[config.mk]
export PLATFORM = sky130hd
export DESIGN_NAME = shift_reg
export DESIGN_NICKNAME = d
export VERILOG_FILES = /design/src/rtl/shift_reg_pkg.sv /design/src/rtl/shift_reg_mux.sv /design/src/rtl/shift_reg.sv
export SDC_FILE = /design/constraint.sdc
export NUM_CORES = 2
export LEC_CHECK = 0
export ABC_CLOCK_PERIOD_IN_PS = 74900
export BUFFER_PORTS_ARGS = -buffer_cell sky130_fd_sc_hd__buf_2
export CAP_MARGIN = 20
export CORE_MARGIN = 2
export CORE_UTILIZATION = 68
export CTS_CLUSTER_SIZE = 25
export DETAILED_ROUTE_END_ITERATION = 12
export HOLD_SLACK_MARGIN = 0.03
export PLACE_DENSITY = 0.9
export SLEW_MARGIN = 20
export SYNTH_ARGS = -nofsm -noshare
export SYNTH_HDL_FRONTEND = slang
export SYNTH_SLANG_ARGS = --single-unit
export TNS_END_PERCENT = 50
[constraint.sdc]
create_clock -name clk -period 74.9 [get_ports clk]
set_input_delay 3.745 -clock clk [delete_from_list [all_inputs] [get_ports clk]]
set_output_delay 3.745 -clock clk [all_outputs]
set_load 0.01 [all_outputs]
[src/rtl/shift_reg_pkg.sv]
// Shared constants and word type for the sample/coefficient history buffer.
package shift_reg_pkg;

    localparam int unsigned DATA_WIDTH = 16;
    localparam int unsigned TAP_COUNT  = 64;

    typedef logic [DATA_WIDTH-1:0] word_t;

    // Address width for a given depth; a depth of 1 still needs a 1-bit address.
    function automatic int unsigned addr_width(input int unsigned depth);
        return (depth < 2) ? 1 : $clog2(depth);
    endfunction

endpackage : shift_reg_pkg

[src/rtl/shift_reg_mux.sv]
// Combinational size:1 read mux over the flattened tap vector; out-of-range reads return 0.
module shift_reg_mux
    import shift_reg_pkg::*;
#(
    parameter int unsigned dataWidth = DATA_WIDTH,
    parameter int unsigned size      = TAP_COUNT,
    parameter int unsigned addrWidth = addr_width(size)
) (
    input  logic [size*dataWidth-1:0] i_line,
    input  logic [addrWidth-1:0]      i_address,
    output logic [dataWidth-1:0]      o_data_c
);

    logic [dataWidth-1:0] w_tap [size];

    for (genvar g = 0; g < size; g++) begin : g_unpack
        assign w_tap[g] = i_line[g*dataWidth +: dataWidth];
    end

    // Addresses past the last tap only exist when size is not a power of two.
    always_comb begin
        o_data_c = '0;
        if (32'(i_address) < size) begin
            o_data_c = w_tap[i_address];
        end
    end

endmodule : shift_reg_mux

[src/rtl/shift_reg.sv]
// Serial-in delay line of `size` words with a random-access combinational read port.
module shift_reg
    import shift_reg_pkg::*;
#(
    parameter  int unsigned dataWidth = DATA_WIDTH,
    parameter  int unsigned size      = TAP_COUNT,
    localparam int unsigned addrWidth = addr_width(size)
) (
    input  logic                 clk,
    input  logic                 rst,
    input  logic                 shift,
    input  logic [dataWidth-1:0] din,
    input  logic [addrWidth-1:0] address,
    output logic [dataWidth-1:0] dout
);

    // Tap i lives at bits [i*dataWidth +: dataWidth]; tap 0 holds the newest word.
    logic [size*dataWidth-1:0] r_line;
    logic [dataWidth-1:0]      w_dout;

    always_ff @(posedge clk or posedge rst) begin
        if (rst) begin
            r_line <= '0;
        end else if (shift) begin
            r_line <= {r_line[(size-1)*dataWidth-1:0], din};
        end
    end

    shift_reg_mux #(
        .dataWidth (dataWidth),
        .size      (size),
        .addrWidth (addrWidth)
    ) u_mux (
        .i_line    (r_line),
        .i_address (address),
        .o_data_c  (w_dout)
    );

    assign dout = w_dout;

endmodule : shift_reg

==> results.toml <==
[outcome]
status = "completed"

[sta]
period_share_pct = 15.5
rsz0062_at_grt = "no"
fin_ws_ns = 63.32
worst_pin_slew_ns = 1.19
final-hold-violation-count = 0
finalMaxSlewViolations = 0
fin_crit_ns = 11.58
fin_skew_ns = 0.0335
slew_headroom_pct = 20.4
clock.fmax_mhz = 86.3
fin_tns_setup_ns = 0
setup_violations = 0
timing.hold.ws_ns = 0.508

[critical_path]
critPathMaxFanout = 50
worstSetupPathType = "in -> out"
arrival_ns = 7.84
cp.required_ns = 71.15
crit_path_end_kind = "output pin"
cp-start-kind = "primary input"

[detailed_routing]
via_per_inst = 6.69
ant_nets = 0
dr.pass1.iters = 5
first_iter_violations = 2150
wl_per_cell_um = 25.8
wirelength_um = 96900
num_vias = 25138
drc = 0

[cells_and_area]
drive_gt1_share_pct = 52.9
design_area_um2 = 50300
final.fill_count = 3600
largestRegisters = "r_line x1024"
fin_nets = 2826
diodes = 0
ff_latch_area_um2 = 25600
syn_to_final_growth_pct = 9.51
regMostFlops = "r_line"
multiInputGateArea_um2 = 19300
largest_register_ffs = 1024

[clock_network]
clk_path_buf_depth = 3
cts_buffers = 100
ctsResizeCount = 0
hold_buffers = 0
clkLatencyLatePin_ns = 0.69
post_cts_buffers = 0
cts_max_level = 3
clock-sinks = 1024
cts_root_buf = "clkbuf_16"
tritoncts = "done"
clkTransAtPathRegs_ns = 0.08

[floorplan]
coreArea_um2 = 67000
die_y_um = 264
start_util_pct = 68.6
die_x_um = 264
fp-row-count = 95
die_area_um2 = 69700
ios = 41

[power]
p_total_mw = 1.55
peakVddDrop_v = 0.0000221
leakagePower_nw = 23.2
p_per_area_nw_per_um2 = 30.7

[yosys]
synth_simple_gate_area_share_pct = 1.19
ys_warn_count = 0
synth-adder-area-share_pct = 0
ys_seq_elements = 1024
synthMuxAreaShare_pct = 38.4
synthesis.nets = 2852
synth_top_area_share_pct = 55.8
synth_edf_count = 0
avgSynthCellArea_um2 = 16.3
ys_dominant_reg_cell = "dfrtp_1"
synthTopCellsByArea = "dfrtp_1 (56%), mux2_2 (26%), mux4_2 (11%)"
syn_area_um2 = 46000
ys_async_sr_fraction_pct = 100
synth_top_area_cell = "dfrtp_1"
netlist_instances = 2827
synthXorXnorAreaFrac_pct = 0
synth_top_family_by_area = "multiplexers"
synth_cell_types = 34
seq_area_frac_synth_pct = 55.8
yosysMostFrequentCell = "mux2_2"
synth_compound_area_share_pct = 2.40
synthTopCellsByCount = "mux2_2 (1047), dfrtp_1 (1024), mux4_2 (224), clkbuf_1 (121), mux2i_1 (82)"

[hold_path]
hp-class = "reg -> reg"

[placement]
dpl.hpwl_um = 54300
gp_congestion = 0.787
place_area_um2 = 46600
io_buffers = 40
dp_slack_ns = 63.32

[grt]
grt.total_usage_pct = 28.5
grt_max_degree = 195
grt_pass1_wl_um = 156000
gr-usage-met2_pct = 45.8
grt_antenna_before_repair = 3
busiest_layer = "met2"
grt_pass1_vias = 27394
gr-total-overflow = 0
globalRouteMet1Util_pct = 39.0
grtUsageMet3_pct = 4.98

[run]
max-cap-violations = 0
cells by family after synthesis:
kind of cell / Yosys count
AND/OR/NAND/NOR: 100
AO/OA/AOI/OAI: 143
multiplexers: 1353
flip-flops: 1024
buffers and inverters: 207
power by group:
| part | leakage, nW | switching (mW) | internal, mW |
|---|---|---|---|
| combinational | 7.92 | 0.0930 | 0.150 |
| sequential | 13.5 | 0.0890 | 0.662 |
| clock | 1.77 | 0.218 | 0.334 |
| total | 23.2 | 0.400 | 1.15 |
path summary, 6_finish.rpt:
path | start | endpoint | slack, ns | cells after the start
hold / removal | r_line[205]$_DFFE_PP0P_ | r_line[221]$_DFFE_PP0P_ | 0.51 | 1
max in group asynchronous | rst | r_line[581]$_DFFE_PP0P_ | 68.64 | 5
min in group asynchronous | rst | r_line[7]$_DFFE_PP0P_ | 3.17 | 2
setup / recovery | address[0] | dout[4] | 63.32 | 8
hold reg to reg | r_line[205]$_DFFE_PP0P_ | r_line[221]$_DFFE_PP0P_ | 0.51 | 1
setup reg to reg | r_line[522]$_DFFE_PP0P_ | r_line[538]$_DFFE_PP0P_ | 74.00 | 1
routing by layer:
layer	part of all wire (%)	routed length [um]
met5	0	0
met4	4.3	4190
met3	5.2	5010
met2	50	48000
met1	41	39700
cell usage in the layout (no fill, tap or decap), types with 16 or more instances in the layout:
master / synthesis / final
clkbuf_1: 121 / 17
a22oi_1: 60 / 60
mux2i_1: 82 / 82
dfrtp_1: 1024 / 1024
buf_2: 38 / 36
a311oi_1: 17 / 17
a21oi_1: 16 / 16
mux4_2: 224 / 224
nand2_1: 22 / 22
a221oi_1: 19 / 19
clkbuf_16: 0 / 103
buf_4: 18 / 25
bufinv_16: 0 / 17
clkbuf_8: 0 / 24
nor2b_1: 26 / 24
mux2_2: 1047 / 1047
cell type report:
class                           instances  share of cell area [%]
Clock buffer                          144                    5.90
Clock inverter                         40                    1.34
Inverter                                1                  0.0323
Multi-Input combinational cell       1596                    38.4
Sequential cell                      1024                    50.9
Tap cell                              873                    2.17
Timing Repair Buffer                   78                    1.27
worst max-delay path: stages:
cell and delay (ns):
buf_8 0.43, buf_4 0.75, buf_4 0.82, nor2b_1 0.92, a221oi_1 0.24, a311oi_1 0.38
a311oi_1 0.20, buf_2 0.22
metrics by stage:
step / utilization [%] / cells
after detailed placement: 69.5 / 3570
after CTS: 75.0 / 3754
final: 75.1 / 3756
after global placement: 69.5 / 3570
after floorplan: - / 2827
after global routing: 75.1 / 3756
Note: power is estimated with default switching activity, not from simulation.
